## config.mk

```make
export PLATFORM = sky130hd
export DESIGN_NAME = vga_scanout_flat
export DESIGN_NICKNAME = d
export VERILOG_FILES = /design/src/rtl/vga_pkg.sv /design/src/rtl/vga_scanout_if.sv /design/src/rtl/vga_timing_counter.sv /design/src/rtl/vga_scanout.sv /design/src/flat_wrapper.sv
export SDC_FILE = /design/constraint.sdc
export NUM_CORES = 1
export LEC_CHECK = 0
export ABC_AREA = 1
export ABC_CLOCK_PERIOD_IN_PS = 6600
export BUFFER_PORTS_ARGS = -buffer_cell sky130_fd_sc_hd__buf_2
export CAP_MARGIN = 20
export CORE_ASPECT_RATIO = 0.5
export CORE_MARGIN = 2
export CORE_UTILIZATION = 63
export CTS_CLUSTER_DIAMETER = 60
export DETAILED_ROUTE_END_ITERATION = 8
export GPL_ROUTABILITY_DRIVEN = 0
export GPL_TIMING_DRIVEN = 0
export PLACE_DENSITY_LB_ADDON = 0.3
export RECOVER_POWER = 25
export SLEW_MARGIN = 0
export SYNTH_ARGS = -nofsm -noshare
export SYNTH_HDL_FRONTEND = slang
export SYNTH_SLANG_ARGS = --single-unit
```

## constraint.sdc

```tcl
create_clock -name clk -period 6.6 [get_ports clk]
set_input_delay 0.66 -clock clk [delete_from_list [all_inputs] [get_ports clk]]
set_output_delay 0.66 -clock clk [all_outputs]
set_load 0.005 [all_outputs]
```

## src/rtl/vga_pkg.sv

```systemverilog
// Shared 640x480@60 VGA timing constants, sync polarity and frame-buffer sizing helpers.
// Used by the scanout, frame_buffer, graphics_fsm and the benches.
package vga_pkg;

    localparam int HOR_ACTIVE_PIXELS = 640;
    localparam int HOR_FRONT_PORCH   = 16;
    localparam int HOR_SYNC_PULSE    = 96;
    localparam int HOR_BACK_PORCH    = 48;
    localparam int VER_ACTIVE_PIXELS = 480;
    localparam int VER_FRONT_PORCH   = 10;
    localparam int VER_SYNC_PULSE    = 2;
    localparam int VER_BACK_PORCH    = 33;

    localparam int H_TOTAL = HOR_ACTIVE_PIXELS + HOR_FRONT_PORCH + HOR_SYNC_PULSE + HOR_BACK_PORCH;
    localparam int V_TOTAL = VER_ACTIVE_PIXELS + VER_FRONT_PORCH + VER_SYNC_PULSE + VER_BACK_PORCH;

    // Both syncs are active low for this mode.
    localparam logic SYNC_ASSERTED = 1'b0;
    localparam logic SYNC_IDLE     = 1'b1;

    function automatic int pixels_count_for(input int hor, input int ver);
        return hor * ver;
    endfunction

    function automatic int addr_width_for(input int hor, input int ver);
        return $clog2(hor * ver);
    endfunction

    localparam int PIXELS_COUNT = pixels_count_for(HOR_ACTIVE_PIXELS, VER_ACTIVE_PIXELS);
    localparam int ADDR_WIDTH   = addr_width_for(HOR_ACTIVE_PIXELS, VER_ACTIVE_PIXELS);

    function automatic logic sync_level(input logic in_pulse);
        return in_pulse ? SYNC_ASSERTED : SYNC_IDLE;
    endfunction

endpackage

```

## src/rtl/vga_scanout_if.sv

```systemverilog
// Frame-buffer read port, swap strobe and VGA pins of the scanout.
// test_pattern exists only when VGA_SCANOUT_TEST_PATTERN_EN is defined.
interface vga_scanout_if #(
    parameter int ADDR_WIDTH = vga_pkg::ADDR_WIDTH
);
    logic [ADDR_WIDTH-1:0] read_addr;
    logic                  read_data;
    logic                  swap;
    logic                  vga_hsync;
    logic                  vga_vsync;
    logic                  vga_pixel;
`ifdef VGA_SCANOUT_TEST_PATTERN_EN
    logic                  test_pattern;

    modport master (
        output read_addr, swap, vga_hsync, vga_vsync, vga_pixel,
        input  read_data, test_pattern
    );
    modport slave (
        input  read_addr, swap, vga_hsync, vga_vsync, vga_pixel,
        output read_data, test_pattern
    );
`else
    modport master (
        output read_addr, swap, vga_hsync, vga_vsync, vga_pixel,
        input  read_data
    );
    modport slave (
        input  read_addr, swap, vga_hsync, vga_vsync, vga_pixel,
        output read_data
    );
`endif
endinterface

```

## src/rtl/vga_timing_counter.sv

```systemverilog
// Raster position counters with active-area, raw sync and frame/blank strobes decoded
// from the current (h,v); all decodes belong to the same cycle as h and v.
module vga_timing_counter #(
    parameter int HOR_ACTIVE_PIXELS = vga_pkg::HOR_ACTIVE_PIXELS,
    parameter int HOR_FRONT_PORCH   = vga_pkg::HOR_FRONT_PORCH,
    parameter int HOR_SYNC_PULSE    = vga_pkg::HOR_SYNC_PULSE,
    parameter int HOR_BACK_PORCH    = vga_pkg::HOR_BACK_PORCH,
    parameter int VER_ACTIVE_PIXELS = vga_pkg::VER_ACTIVE_PIXELS,
    parameter int VER_FRONT_PORCH   = vga_pkg::VER_FRONT_PORCH,
    parameter int VER_SYNC_PULSE    = vga_pkg::VER_SYNC_PULSE,
    parameter int VER_BACK_PORCH    = vga_pkg::VER_BACK_PORCH,
    parameter int H_WIDTH = $clog2(HOR_ACTIVE_PIXELS + HOR_FRONT_PORCH + HOR_SYNC_PULSE + HOR_BACK_PORCH),
    parameter int V_WIDTH = $clog2(VER_ACTIVE_PIXELS + VER_FRONT_PORCH + VER_SYNC_PULSE + VER_BACK_PORCH)
)(
    input  logic               clk,
    input  logic               rst,
    output logic [H_WIDTH-1:0] h,
    output logic [V_WIDTH-1:0] v,
    output logic               active,
    output logic               hsync_raw,
    output logic               vsync_raw,
    output logic               frame_start,
    output logic               blank_start
);
    import vga_pkg::*;

    localparam int H_PERIOD = HOR_ACTIVE_PIXELS + HOR_FRONT_PORCH + HOR_SYNC_PULSE + HOR_BACK_PORCH;
    localparam int V_PERIOD = VER_ACTIVE_PIXELS + VER_FRONT_PORCH + VER_SYNC_PULSE + VER_BACK_PORCH;
    localparam int HS_START = HOR_ACTIVE_PIXELS + HOR_FRONT_PORCH;
    localparam int HS_END   = HS_START + HOR_SYNC_PULSE;
    localparam int VS_START = VER_ACTIVE_PIXELS + VER_FRONT_PORCH;
    localparam int VS_END   = VS_START + VER_SYNC_PULSE;

    logic [H_WIDTH-1:0] h_r;
    logic [V_WIDTH-1:0] v_r;

    // Raster position: h advances every cycle, v advances on each line wrap.
    always_ff @(posedge clk) begin
        if (rst) begin
            h_r <= '0;
            v_r <= '0;
        end else if (h_r == H_WIDTH'(H_PERIOD - 1)) begin
            h_r <= '0;
            if (v_r == V_WIDTH'(V_PERIOD - 1)) begin
                v_r <= '0;
            end else begin
                v_r <= v_r + V_WIDTH'(1);
            end
        end else begin
            h_r <= h_r + H_WIDTH'(1);
        end
    end

    // Decode the current position into area, sync and strobe flags.
    always_comb begin
        active      = (h_r < H_WIDTH'(HOR_ACTIVE_PIXELS)) && (v_r < V_WIDTH'(VER_ACTIVE_PIXELS));
        hsync_raw   = sync_level((h_r >= H_WIDTH'(HS_START)) && (h_r < H_WIDTH'(HS_END)));
        vsync_raw   = sync_level((v_r >= V_WIDTH'(VS_START)) && (v_r < V_WIDTH'(VS_END)));
        frame_start = (h_r == '0) && (v_r == '0);
        blank_start = (h_r == '0) && (v_r == V_WIDTH'(VER_ACTIVE_PIXELS));
    end

    assign h = h_r;
    assign v = v_r;

endmodule

```

## src/rtl/vga_scanout.sv

```systemverilog
// VGA scanout: frame-buffer address stream, swap strobe, sync and pixel pins, 2 cycles behind the raster.
// Optional VGA_SCANOUT_TEST_PATTERN_EN adds test_pattern, selecting an 8x8 checkerboard instead of read_data.
module vga_scanout #(
    parameter int HOR_ACTIVE_PIXELS = vga_pkg::HOR_ACTIVE_PIXELS,
    parameter int HOR_FRONT_PORCH   = vga_pkg::HOR_FRONT_PORCH,
    parameter int HOR_SYNC_PULSE    = vga_pkg::HOR_SYNC_PULSE,
    parameter int HOR_BACK_PORCH    = vga_pkg::HOR_BACK_PORCH,
    parameter int VER_ACTIVE_PIXELS = vga_pkg::VER_ACTIVE_PIXELS,
    parameter int VER_FRONT_PORCH   = vga_pkg::VER_FRONT_PORCH,
    parameter int VER_SYNC_PULSE    = vga_pkg::VER_SYNC_PULSE,
    parameter int VER_BACK_PORCH    = vga_pkg::VER_BACK_PORCH
)(
    input  logic          clk,
    input  logic          rst,
    vga_scanout_if.master vga
);
    import vga_pkg::*;

    localparam int H_PERIOD  = HOR_ACTIVE_PIXELS + HOR_FRONT_PORCH + HOR_SYNC_PULSE + HOR_BACK_PORCH;
    localparam int V_PERIOD  = VER_ACTIVE_PIXELS + VER_FRONT_PORCH + VER_SYNC_PULSE + VER_BACK_PORCH;
    localparam int PIX_TOTAL = pixels_count_for(HOR_ACTIVE_PIXELS, VER_ACTIVE_PIXELS);
    localparam int AW        = addr_width_for(HOR_ACTIVE_PIXELS, VER_ACTIVE_PIXELS);
    localparam int H_WIDTH   = $clog2(H_PERIOD);
    localparam int V_WIDTH   = $clog2(V_PERIOD);

    logic [H_WIDTH-1:0] h_s;
    logic [V_WIDTH-1:0] v_s;
    logic               active_s;
    logic               hsync_raw_s;
    logic               vsync_raw_s;
    logic               frame_start_s;
    logic               blank_start_s;
    logic               last_pixel_s;
    logic [AW-1:0]      addr_cnt_r;
    logic [AW-1:0]      addr_cur_s;
    logic [AW-1:0]      addr_next_s;
    logic [AW-1:0]      read_addr_r;
    logic               swap_r;
    logic               active_d1_r;
    logic               active_d2_r;
    logic               hsync_d1_r;
    logic               hsync_d2_r;
    logic               vsync_d1_r;
    logic               vsync_d2_r;
    logic               pixel_s;

    vga_timing_counter #(
        .HOR_ACTIVE_PIXELS (HOR_ACTIVE_PIXELS),
        .HOR_FRONT_PORCH   (HOR_FRONT_PORCH),
        .HOR_SYNC_PULSE    (HOR_SYNC_PULSE),
        .HOR_BACK_PORCH    (HOR_BACK_PORCH),
        .VER_ACTIVE_PIXELS (VER_ACTIVE_PIXELS),
        .VER_FRONT_PORCH   (VER_FRONT_PORCH),
        .VER_SYNC_PULSE    (VER_SYNC_PULSE),
        .VER_BACK_PORCH    (VER_BACK_PORCH),
        .H_WIDTH           (H_WIDTH),
        .V_WIDTH           (V_WIDTH)
    ) u_timing (
        .clk         (clk),
        .rst         (rst),
        .h           (h_s),
        .v           (v_s),
        .active      (active_s),
        .hsync_raw   (hsync_raw_s),
        .vsync_raw   (vsync_raw_s),
        .frame_start (frame_start_s),
        .blank_start (blank_start_s)
    );

    // Address of the current position: forced to 0 at frame top, saturates on the last visible pixel.
    always_comb begin
        last_pixel_s = (h_s == H_WIDTH'(HOR_ACTIVE_PIXELS - 1)) && (v_s == V_WIDTH'(VER_ACTIVE_PIXELS - 1));
        if (frame_start_s) begin
            addr_cur_s = '0;
        end else begin
            addr_cur_s = addr_cnt_r;
        end
        if (active_s && !last_pixel_s) begin
            addr_next_s = addr_cur_s + AW'(1);
        end else begin
            addr_next_s = addr_cur_s;
        end
    end

    // Address counter, stage-1 read address, swap strobe and the 2-deep alignment pipeline.
    always_ff @(posedge clk) begin
        if (rst) begin
            addr_cnt_r  <= '0;
            read_addr_r <= '0;
            swap_r      <= 1'b0;
            active_d1_r <= 1'b0;
            active_d2_r <= 1'b0;
            hsync_d1_r  <= SYNC_IDLE;
            hsync_d2_r  <= SYNC_IDLE;
            vsync_d1_r  <= SYNC_IDLE;
            vsync_d2_r  <= SYNC_IDLE;
        end else begin
            addr_cnt_r  <= addr_next_s;
            read_addr_r <= addr_cur_s;
            swap_r      <= blank_start_s;
            active_d1_r <= active_s;
            active_d2_r <= active_d1_r;
            hsync_d1_r  <= hsync_raw_s;
            hsync_d2_r  <= hsync_d1_r;
            vsync_d1_r  <= vsync_raw_s;
            vsync_d2_r  <= vsync_d1_r;
        end
    end

`ifdef VGA_SCANOUT_TEST_PATTERN_EN
    logic h3_d1_r;
    logic h3_d2_r;
    logic v3_d1_r;
    logic v3_d2_r;

    // Checkerboard select bits travel with the rest of the pipeline.
    always_ff @(posedge clk) begin
        if (rst) begin
            h3_d1_r <= 1'b0;
            h3_d2_r <= 1'b0;
            v3_d1_r <= 1'b0;
            v3_d2_r <= 1'b0;
        end else begin
            h3_d1_r <= h_s[3];
            h3_d2_r <= h3_d1_r;
            v3_d1_r <= v_s[3];
            v3_d2_r <= v3_d1_r;
        end
    end

    // Pixel gate: read_data arrives here directly, so the pin has no further register.
    always_comb begin
        if (vga.test_pattern) begin
            pixel_s = active_d2_r & (h3_d2_r ^ v3_d2_r);
        end else begin
            pixel_s = vga.read_data & active_d2_r;
        end
    end
`else
    // Pixel gate: read_data arrives here directly, so the pin has no further register.
    always_comb begin
        pixel_s = vga.read_data & active_d2_r;
    end
`endif

    assign vga.read_addr = read_addr_r;
    assign vga.swap      = swap_r;
    assign vga.vga_hsync = hsync_d2_r;
    assign vga.vga_vsync = vsync_d2_r;
    assign vga.vga_pixel = pixel_s;

endmodule

```

## src/flat_wrapper.sv

```systemverilog
// flat-port wrapper written by rule: the top's interface ports become plain ports
module vga_scanout_flat import vga_pkg::*;
#(
    parameter int HOR_ACTIVE_PIXELS = vga_pkg::HOR_ACTIVE_PIXELS,
    parameter int HOR_FRONT_PORCH   = vga_pkg::HOR_FRONT_PORCH,
    parameter int HOR_SYNC_PULSE    = vga_pkg::HOR_SYNC_PULSE,
    parameter int HOR_BACK_PORCH    = vga_pkg::HOR_BACK_PORCH,
    parameter int VER_ACTIVE_PIXELS = vga_pkg::VER_ACTIVE_PIXELS,
    parameter int VER_FRONT_PORCH   = vga_pkg::VER_FRONT_PORCH,
    parameter int VER_SYNC_PULSE    = vga_pkg::VER_SYNC_PULSE,
    parameter int VER_BACK_PORCH    = vga_pkg::VER_BACK_PORCH
)
  (clk, rst, vga_read_addr, vga_swap, vga_vga_hsync, vga_vga_vsync, vga_vga_pixel, vga_read_data);
  vga_scanout_if vga_i ();
  input  logic clk;
  input  logic rst;
  output wire logic [$bits(vga_i.read_addr)-1:0] vga_read_addr;
  output wire logic [$bits(vga_i.swap)-1:0] vga_swap;
  output wire logic [$bits(vga_i.vga_hsync)-1:0] vga_vga_hsync;
  output wire logic [$bits(vga_i.vga_vsync)-1:0] vga_vga_vsync;
  output wire logic [$bits(vga_i.vga_pixel)-1:0] vga_vga_pixel;
  input wire logic [$bits(vga_i.read_data)-1:0] vga_read_data;
  assign vga_read_addr = vga_i.read_addr;
  assign vga_swap = vga_i.swap;
  assign vga_vga_hsync = vga_i.vga_hsync;
  assign vga_vga_vsync = vga_i.vga_vsync;
  assign vga_vga_pixel = vga_i.vga_pixel;
  assign vga_i.read_data = vga_read_data;
  vga_scanout #(.HOR_ACTIVE_PIXELS(HOR_ACTIVE_PIXELS), .HOR_FRONT_PORCH(HOR_FRONT_PORCH), .HOR_SYNC_PULSE(HOR_SYNC_PULSE), .HOR_BACK_PORCH(HOR_BACK_PORCH), .VER_ACTIVE_PIXELS(VER_ACTIVE_PIXELS), .VER_FRONT_PORCH(VER_FRONT_PORCH), .VER_SYNC_PULSE(VER_SYNC_PULSE), .VER_BACK_PORCH(VER_BACK_PORCH)) u_core (.clk(clk), .rst(rst), .vga(vga_i));
endmodule
```

==> impl_metrics.toml, run 1 <==
[yosys]
avgSynthCellArea_um2 = 7.514
synth_seq_area_share_pct = 44.64
synth_fp_nets = 396
ys_seq_elements = 65
synth_area_um2 = 2915
synth_warnings = 0
syn_inst = 388
synth_cell_types = 37

[grt]
grt_max_degree = 12
grt_usage_pct = 26.36
grt_pass1_vias = 2461
gr-total-overflow = 0
grt_pass1_wl_mm = 10.43
antenna_found_initial = 0

[clocking]
cts_sinks = 65
clk_latency_ns = 0.35
cts.htree.levels = 3
hold_buffers = 0
cts_setup_buffers = 0
cts_tree = "built"
post_cts_resized = 0
path_clk_slew_ns = 0.08
numCtsBuffers = 9
clock_path_buffers = 2
root_buffer = "clkbuf_8"

[detailed_routing]
wire_per_inst_um = 13.10
wl_mm = 6.355
initialDrtViolationCount = 157
wl_met2_mm = 3.228
wl_met1_mm = 2.568
detail-route-antenna-nets = 0
highest_layer = "met4"
route.detailed.drc = 0
first_pass_iters = 6
via_count = 2608
wl_met3_um = 422
routed_via_density = 5.377

[sta]
tightest_slew_ns = 0.5508
fmax_mhz = 363.3
rsz0062_at_grt = "no"
holdWs_ns = 0.4142
skew_ns = 0.01392
setup-tns-final_ns = 0
final_hold_viol_count = 0
relSlewSlack_pct = 63.28
fin_crit_sh_pct = 41.71
final.setup.worst_slack_ns = 3.847
finalSetupViolCount = 0
slew_viol_final = 0
fin_crit_ns = 2.753

[placed_design]
io_buffers = 24
dp_hpwl_mm = 4.526
pre_cts_ws_ns = 4.004

[final_layout]
regArea_um2 = 1301
final_nets = 431
multi_input_area_um2 = 1369
mostFrequentLayoutCells = "nor2_1 (75), dfxtp_1 (65), nand2_1 (53)"
area_delta_synth_final_pct = 14.76
drive_gt1_share_pct = 17.06
layout_commonest_cell = "nor2_1"
antenna_cells = 0
n_fill_cell = 326

[power]
p_total_uw = 858.0
switching_power_uw = 188.1
intPower_uw = 669.9
swShare_pct = 21.92
power_frac_seq_pct = 46.5
clock_power_share_pct = 48.4
pwr_density_cell_nw_per_um2 = 256.5
comb_power_share_pct = 5.1
leakage_nw = 1.354
peakVddDrop_uv = 185.9

[critical_path]
reg2reg_to = "u_core.addr_cnt_r[14]"
cp-startpoint = "u_core.u_timing.h[0]"
worst_r2r_path_depth = 17
crit_end = "u_core.addr_cnt_r[14]"
start_kind = "flip-flop"
r2r_slack_ns = 3.85
regToRegStartpoint = "u_core.u_timing.h[0]"
cp_num_buf_inv = 3
cp_data_arrival_time_ns = 3.00
crit_family = "simple AND/OR/NAND/NOR gates"
cp_common_cell = "nor2_1"
slowest_delay_ns = 0.37
endpoint_kind = "flip-flop"
cp_cell_sequence = "inv_1 > ha_1 > nand3_1 > nor2_4 > nand2_8 > inv_2 > buf_2 > nor2_1 > ha_1 > nand2_1 > nand3b_1 > nor2_1 > nand3_1 > nor2_1 > nand2_1 > nand2_1 > nor2_1"
cp.depth = 17
cp_slowest_cell = "dfxtp_1"
worstPathMaxFanout = 10
crit_type = "reg -> reg"
worstPathRequired_ns = 6.85

[floorplanning]
start_util_pct = 65.89
die_w_um = 100.2
dieArea_um2 = 5220
io_pins = 26
die_h_um = 52.10
num_rows = 17
core_area_um2 = 4424

[job]
cap_violations = 0

[hold_path]
hold_class = "reg -> reg"

[run_status]
status = "completed"
==> per-stage QoR <==
step | std cells | util [%] | area (um^2)
detailed placement | 469 | 70.22 | 3107
finish | 485 | 75.62 | 3346
global route | 485 | 75.62 | 3346
CTS | 485 | 75.74 | 3351
global placement | 469 | 70.22 | 3107
floorplan | 388 | - | 2915
==> metal layers <==
layer | vias to the layer above | global-route usage (%)
met5 | - | 0
met4 | 0 | 13.24
met3 | 17 | 8.065
met2 | 90 | 48.32
met1 | 1193 | 28.14
li1 | 1308 | -
==> sequential cells by signal, indices dropped and copies added (netlist names) <==
name                  cells
u_core.active_d1_r        1
u_core.active_d2_r        1
u_core.addr_cnt_r        19
u_core.hsync_d1_r         1
u_core.u_timing.h        10
u_core.u_timing.v        10
u_core.vga.read_addr     19
u_core.vga.swap           1
u_core.vga.vga_hsync      1
u_core.vga.vga_vsync      1
u_core.vsync_d1_r         1
==> cell families after synthesis <==
family,after synthesis,synth area share [%]
xor gates and xnor gates,5,1.502
and+or+nand+nor,211,36.05
AOI/OAI and AO/OA,39,7.253
adders and majority gates,5,2.146
DFF,65,44.64
buffers and inverters,63,8.411
==> cells in the mapped netlist (all sizes together) <==
| cell | instances | area (um^2) |
|---|---|---|
| ha | 5 | 62.56 |
| nand4 | 7 | 43.79 |
| a211oi | 2 | 15.01 |
| o31ai | 1 | 7.510 |
| or2 | 4 | 25.03 |
| nor4 | 2 | 12.51 |
| nand3 | 32 | 220.2 |
| clkbuf | 4 | 15.01 |
| a21oi | 21 | 105.1 |
| xnor2 | 1 | 8.760 |
| nand2 | 58 | 249.0 |
| inv | 55 | 206.5 |
| nor3 | 18 | 100.1 |
| dfxtp | 65 | 1301 |
| clkinv | 1 | 3.750 |
| o21a | 2 | 15.01 |
| nor3b | 3 | 22.52 |
| o311ai | 1 | 8.760 |
| o21ai | 12 | 60.06 |
| xor2 | 4 | 35.03 |
| buf | 3 | 20.01 |
| nor2 | 86 | 370.4 |
| nand3b | 1 | 7.510 |
==> area by class of cell <==
class                      instances  area share (%)
clock buffer                      11           4.226
tap                               57           2.132
buffer                             7           1.047
multi-input combinational        260           40.91
sequential                        65           38.89
inverter                          56           6.283
timing repair buffer              24           3.441
clock inverter                     5           3.067
==> worst min path at each step <==
stage	start	endpoint	slack (ns)	cells past startpoint
5_1_grt	u_core.hsync_d1_r	u_core.vga.vga_hsync	0.42	1
3_3_place_gp	u_core.hsync_d1_r	u_core.vga.vga_hsync	0.39	1
6_report	u_core.hsync_d1_r	u_core.vga.vga_hsync	0.41	1
3_5_place_dp	u_core.hsync_d1_r	u_core.vga.vga_hsync	0.40	1
2_1_floorplan	u_core.active_d1_r	u_core.active_d2_r	0.39	2
4_1_cts	u_core.hsync_d1_r	u_core.vga.vga_hsync	0.42	1
==> power groups by stage <==
stage                     clock, mW  combinational, mW  sequential, mW
after detailed placement          0             0.0425           0.408
after CTS                     0.418             0.0429           0.399
after global placement            0             0.0411           0.408
after floorplan                   0             0.0315           0.408
after global routing          0.437             0.0468           0.399
final                         0.415             0.0434           0.399
No activity file was read; power rests on OpenSTA's default activity.
==> inputs of run 2 (changes only) <==
--- a/config.mk
+++ b/config.mk
@@ -5,13 +5,13 @@
 export SDC_FILE = /design/constraint.sdc
 export NUM_CORES = 1
 export LEC_CHECK = 0
-export ABC_AREA = 1
-export ABC_CLOCK_PERIOD_IN_PS = 6600
+export ABC_AREA = 0
+export ABC_CLOCK_PERIOD_IN_PS = 2300
 export BUFFER_PORTS_ARGS = -buffer_cell sky130_fd_sc_hd__buf_2
 export CAP_MARGIN = 20
 export CORE_ASPECT_RATIO = 0.5
 export CORE_MARGIN = 2
-export CORE_UTILIZATION = 63
+export CORE_UTILIZATION = 52
 export CTS_CLUSTER_DIAMETER = 60
 export DETAILED_ROUTE_END_ITERATION = 8
 export GPL_ROUTABILITY_DRIVEN = 0
==> constraint.sdc (replaced) <==
create_clock -name clk -period 2.3 [get_ports clk]
set_input_delay 0.23 -clock clk [delete_from_list [all_inputs] [get_ports clk]]
set_output_delay 0.23 -clock clk [all_outputs]
set_load 0.005 [all_outputs]
==> run 2 against run 1 <==
Effect of this change: the flow now finishes with violations (negative setup slack); count of clock-buffer cells in the layout shrank 1; final cell count shrank 15%; first-iteration DRC count shrank 61%; worst hold slack lost 0.33 ns; utilization shrank 9.1 points; highest routed layer unchanged; combinational power grew to 2.6 times the previous value; setup slack lost 3.9 ns; non-clock buffer count grew 18; sequential cell count is the same; power grew to 2.6 times the previous value; critical path depth shrank 5; sequential share of layout area grew 0.36 points.
==> impl_metrics.toml, run 2 <==
[grt]
antenna_found_initial = 0
grt_pass1_vias = 2022
grt_usage_pct = 19.05
grt_pass1_wl_mm = 8.783
gr-total-overflow = 0
grt_max_degree = 13

[yosys]
synth_fp_nets = 301
muxShareOfSynthArea_pct = 0.3635
synth_cell_types = 50
synth_top_area_share_pct = 47.25
synthAdderAreaFrac_pct = 2.272
synth_area_um2 = 2754
avgSynthCellArea_um2 = 9.399
synth_warnings = 0
async_flop_share_pct = 0
ys.flop_type = "dfxtp_1"
ys_seq_elements = 65
synth_most_common_cell = "dfxtp_1"
synth_top_family_by_area = "simple AND/OR/NAND/NOR gates"
synth_edf_count = 0
synthSimpleGateAreaFrac_pct = 28.26
synth_compound_area_share_pct = 11.72
synth_seq_area_share_pct = 47.25
synthXorXnorAreaFrac_pct = 5.407
syn_inst = 293
synthTopCellsByCount = "dfxtp_1 (65), nor2_1 (31), and2_1 (21)"
ys_top_cells_by_area = "dfxtp_1 (47%), and2_1 (4.8%), nor2_1 (4.2%)"
synth_top_cell_by_area = "dfxtp_1"

[detailed_routing]
via_count = 2235
wire_per_inst_um = 12.74
wl_mm = 5.261
highest_layer = "met4"
routed_via_density = 5.412
wl_met1_mm = 2.279
route.detailed.drc = 0
initialDrtViolationCount = 61
first_pass_iters = 4
wl_met2_mm = 2.623
detail-route-antenna-nets = 0
wl_met3_um = 261

[critical_path]
cp_slowest_cell = "dfxtp_2"
worstPathMaxFanout = 5
endpoint_kind = "flip-flop"
cp_num_buf_inv = 2
worst_r2r_path_depth = 12
crit_end = "u_core.addr_cnt_r[16]"
crit_type = "reg -> reg"
cp_common_cell = "ha_4"
reg2reg_to = "u_core.addr_cnt_r[16]"
regToRegStartpoint = "u_core.u_timing.h[1]"
slowest_delay_ns = 0.35
cp.depth = 12
r2r_slack_ns = -0.02
worstPathRequired_ns = 2.58
cp_cell_sequence = "inv_2 > ha_4 > nor4b_2 > and3_1 > nand2_2 > and2_4 > ha_4 > and3_4 > o2111ai_4 > buf_8 > or3_4 > a21oi_2"
start_kind = "flip-flop"
crit_family = "simple AND/OR/NAND/NOR gates"
cp_data_arrival_time_ns = 2.60
cp-startpoint = "u_core.u_timing.h[1]"

[run_status]
violations = "negative setup slack"
status = "finished, violations left"

[sta]
holdWs_ns = 0.08294
skew_ns = 0.009870
tightest_slew_ns = 0.4106
fin_crit_sh_pct = 100.8
rsz0062_at_grt = "yes"
finalSetupViolCount = 1
relSlewSlack_pct = 72.42
slew_viol_final = 0
fmax_mhz = 431.5
final.setup.worst_slack_ns = -0.01777
fin_crit_ns = 2.318
final_hold_viol_count = 0

[power]
comb_power_share_pct = 5.0
power_frac_seq_pct = 51.5
pwr_density_cell_nw_per_um2 = 667.2
clock_power_share_pct = 43.5
leakage_nw = 1.240
intPower_mw = 1.718
peakVddDrop_uv = 340.2
switching_power_uw = 510.7
swShare_pct = 22.91

[final_layout]
fin_util_pct = 66.52
layout_commonest_cell = "dfxtp_1"
final_cells = 413
drive_gt1_share_pct = 27.70
final_nets = 346
mostFrequentLayoutCells = "dfxtp_1 (59), nor2_1 (31), buf_2 (25)"
final_area_um2 = 3341
antenna_cells = 0
area_delta_synth_final_pct = 21.31

[clocking]
numCtsBuffers = 9
cts_tree = "built"
clock_path_buffers = 2
root_buffer = "clkbuf_8"
cts.htree.levels = 3
clk_latency_ns = 0.35
cts_sinks = 65
path_clk_slew_ns = 0.07

[placed_design]
placed_area_um2 = 2962
dp_hpwl_mm = 3.512
pre_cts_ws_ns = -0.2537
dp_cells = 387
io_buffers = 24

[floorplanning]
die_w_um = 106.9
core_area_um2 = 5022
start_util_pct = 54.83
io_pins = 26
dieArea_um2 = 5930
die_h_um = 55.46
num_rows = 18

[job]
cap_violations = 0

[hold_path]
hold_class = "in -> reg"
-- run 2: changes by cell type in the layout (fill, tap and decap cells not counted), sizes merged, moves of 4 or more --
| cell | before | now |
|---|---|---|
| and2 | 0 | 23 |
| and3 | 0 | 7 |
| buf | 23 | 41 |
| clkinvlp | 1 | 5 |
| inv | 55 | 8 |
| nand2 | 58 | 11 |
| nand3 | 32 | 15 |
| nor2 | 86 | 32 |
| nor3 | 18 | 8 |
| or3 | 0 | 11 |
| xnor2 | 1 | 11 |
-- run 2: power by group through the flow --
stage / combinational, mW / sequential (mW) / clock (mW)
floorplan: 0.0592 / 1.17 / 0
global placement: 0.0781 / 1.17 / 0
detailed placement: 0.0797 / 1.17 / 0
CTS: 0.103 / 1.15 / 0.987
global route: 0.123 / 1.15 / 1.04
finish: 0.112 / 1.15 / 0.969
-- run 2: cell families (layout without fill, tap and decap cells) --
group | count (synthesis) | count (layout)
flip-flops | 65 | 65
XOR/XNOR | 17 | 17
buffers and inverters | 23 | 73
AND/OR/NAND/NOR | 135 | 135
adder cells (fa/ha/maj) | 5 | 5
AO/OA/AOI/OAI | 47 | 47
multiplexers | 1 | 1
-- run 2: stage by stage --
step	setup TNS, ns	power, mW
4_1_cts	0	2.237
2_1_floorplan	0	1.230
3_5_place_dp	-1.333	1.252
5_1_grt	-0.2677	2.309
6_report	-0.01777	2.229
3_3_place_gp	-1.044	1.250
-- run 2: routing by layer --
metal,vias up,GRT usage (%)
met1,1068,21.25
met2,47,31.85
li1,1110,-
met5,-,0
met4,0,10.02
met3,10,7.202
-- run 2: what timing repair did --
action | 4_1_cts | 5_1_grt
pin swaps | 5 | 9
resized for setup | 17 | 14
hold buffers | 0 | 0
buffers inserted | 6 | 3
endpoints found under the setup margin | 6 | 6
cloned | 1 | 0
-- run 2: layout make-up --
cell class | count | area [um^2]
clock buffers | 10 | 137.6
plain buffers | 15 | 110.1
well taps | 70 | 87.58
multi-input cells | 205 | 1399
flip-flops and latches | 65 | 1311
inverters | 8 | 30.03
fillers | 395 | 1682
clock inverters | 6 | 67.56
repair buffers | 34 | 197.7
-- run 2: worst min path at each step --
stage                 startpoint  cells past startpoint              endpoint  slack (ns)
2_1_floorplan  u_core.hsync_d1_r                      1  u_core.vga.vga_hsync        0.39
3_3_place_gp   u_core.vsync_d1_r                      1  u_core.vga.vga_vsync        0.40
6_report                     rst                      2    u_core.active_d2_r        0.08
4_1_cts                      rst                      2    u_core.active_d2_r        0.08
3_5_place_dp   u_core.hsync_d1_r                      1  u_core.vga.vga_hsync        0.40
5_1_grt                      rst                      2    u_core.active_d2_r        0.09
-- run 2: worst register-to-register path: cells and delay by family, from the launching register on --
kind,cells,cell delay [ns]
simple gates,6,1.09
flops,1,0.35
compound gates,2,0.31
fa+ha+maj,2,0.28
buf+inv,2,0.23
==> inputs of run 3 (changes only) <==
==> constraint.sdc (replaced) <==
create_clock -name clk -period 2.3 [get_ports clk]
set_input_delay 0.46 -clock clk [delete_from_list [all_inputs] [get_ports clk]]
set_output_delay 0.46 -clock clk [all_outputs]
set_load 0.005 [all_outputs]
==> run 3 against run 2 <==
Effect of this change: the run still ends with negative setup slack left; combinational power about the same; die area is the same; register-to-register slack about the same; utilization about the same; fmax hardly changed; non-clock buffer count did not move; cell area barely moved; sequential power is essentially flat; clock skew shrank 0.0018 ns; setup slack barely moved; largest power group unchanged; highest routed layer unchanged.
==> impl_metrics.toml, run 3 (synthesis gave the netlist of run 2 again) <==
[grt]
grt_usage_pct = 19.05
grt_pass1_wl_mm = 8.783
antenna_found_initial = 0
grt_pass1_vias = 2022
grt_max_degree = 13
gr-total-overflow = 0

[final_layout]
layout_commonest_cell = "dfxtp_1"
multi_input_area_um2 = 1399
mostFrequentLayoutCells = "dfxtp_1 (59), nor2_1 (31), buf_2 (27)"
final_nets = 346
fin_util_pct = 66.49
regArea_um2 = 1311
area_delta_synth_final_pct = 21.26
antenna_cells = 0
n_fill_cell = 395
drive_gt1_share_pct = 27.99

[detailed_routing]
routed_via_density = 5.419
via_count = 2238
route.detailed.drc = 0
wl_mm = 5.250
wire_per_inst_um = 12.71
initialDrtViolationCount = 64
detail-route-antenna-nets = 0
first_pass_iters = 5

[job]
cap_violations = 0

[critical_path]
r2r_slack_ns = -0.02
worst_r2r_path_depth = 12
reg2reg_to = "u_core.addr_cnt_r[16]"
endpoint_kind = "flip-flop"
crit_type = "reg -> reg"
cp_data_arrival_time_ns = 2.59
worstPathRequired_ns = 2.57
regToRegStartpoint = "u_core.u_timing.h[1]"
worstPathMaxFanout = 5
start_kind = "flip-flop"

[run_status]
status = "finished, violations left"
violations = "negative setup slack"

[sta]
finalSetupViolCount = 1
relSlewSlack_pct = 71.56
holdWs_ns = 0.3186
final_hold_viol_count = 0
fin_crit_ns = 2.318
skew_ns = 0.008090
fmax_mhz = 431.5
rsz0062_at_grt = "yes"
final.setup.worst_slack_ns = -0.01772
fin_crit_sh_pct = 100.8
slew_viol_final = 0
tightest_slew_ns = 0.4234

[clocking]
path_clk_slew_ns = 0.07
root_buffer = "clkbuf_8"
clk_latency_ns = 0.34
clock_path_buffers = 2
numCtsBuffers = 9
cts.htree.levels = 3
cts_tree = "built"
cts_sinks = 65

[power]
leakage_nw = 1.241
peakVddDrop_uv = 341.9
pwr_density_cell_nw_per_um2 = 666.4

[hold_path]
worstHoldEndpoint = "u_core.active_d2_r"
hold_class = "in -> reg"
min_path_cells = 2
hold_start = "rst"

[placed_design]
io_buffers = 24
dp_hpwl_mm = 3.512

[floorplanning]
start_util_pct = 54.83
die_w_um = 106.9
core_area_um2 = 5022
num_rows = 18
dieArea_um2 = 5930
die_h_um = 55.46
io_pins = 26
-- run 3: cell types whose count changed in the layout (fill, tap and decap cells not counted), sizes merged --
cell	delta
buf	+1
clkbuf	-1
-- run 3: worst max-delay path, stage by stage, from the launching register on --
cell,delay (ns)
dfxtp_2,0.35
inv_2,0.05
ha_4,0.14
nor4b_2,0.14
and3_1,0.18
nand2_2,0.10
and2_4,0.16
ha_4,0.14
and3_4,0.19
o2111ai_4,0.14
buf_8,0.18
or3_4,0.32
a21oi_2,0.17
-- run 3: timing repair --
action | 4_1_cts | 5_1_grt
hold buffers | 0 | 0
setup buffers | 6 | 3
setup endpoints to repair | 6 | 6
cloned | 1 | 0
pin swaps | 5 | 9
gates resized for setup | 17 | 14
-- run 3: how the worst max path moves through the flow --
stage | startpoint | slack (ns) | endpoint
finish | u_core.u_timing.h[1] | -0.02 | u_core.addr_cnt_r[16]
global route | u_core.u_timing.h[1] | -0.08 | u_core.addr_cnt_r[16]
CTS | u_core.u_timing.h[0] | 0.001 | u_core.addr_cnt_r[16]
detailed placement | u_core.u_timing.h[0] | -0.25 | u_core.addr_cnt_r[16]
global placement | u_core.u_timing.v[4] | -0.18 | u_core.addr_cnt_r[16]
floorplan | u_core.u_timing.v[4] | 0.002 | u_core.addr_cnt_r[12]
-- run 3: routing by layer --
metal	vias to the layer above	GRT usage, %	part of all wire [%]
met3	6	7.202	4.7
met2	46	31.85	50
met1	1076	21.25	44
li1	1110	-	-
met5	-	0	0
met4	0	10.02	1.2
-- run 3: cell type report --
type | count | share of cell area [%]
inverters | 8 | 0.8992
flip-flops and latches | 65 | 39.27
clock buffers | 10 | 4.121
clock inverters | 6 | 2.023
well taps | 70 | 2.623
repair buffers | 34 | 5.882
multi-input cells | 205 | 41.89
plain buffers | 15 | 3.297
-- run 3: through the flow --
| step | cell area (um^2) | power [mW] | setup TNS [ns] | instances | setup WS [ns] |
|---|---|---|---|---|---|
| after floorplan | 2754 | 1.230 | 0 | 293 | 0.001944 |
| after global placement | 2962 | 1.250 | -1.044 | 387 | -0.1792 |
| after detailed placement | 2962 | 1.252 | -1.333 | 387 | -0.2537 |
| after CTS | 3278 | 2.237 | 0 | 410 | 0.001261 |
| after global routing | 3339 | 2.308 | -0.2677 | 413 | -0.08310 |
| final | 3339 | 2.225 | -0.01772 | 413 | -0.01772 |
-- run 3: report_power, final --
group	internal [mW]	switching (mW)	leakage (nW)	total, mW
registers	1.14	0.0106	0.528	1.15
logic	0.0523	0.0588	0.626	0.111
clock network	0.528	0.438	0.0868	0.967
total	1.72	0.508	1.24	2.23
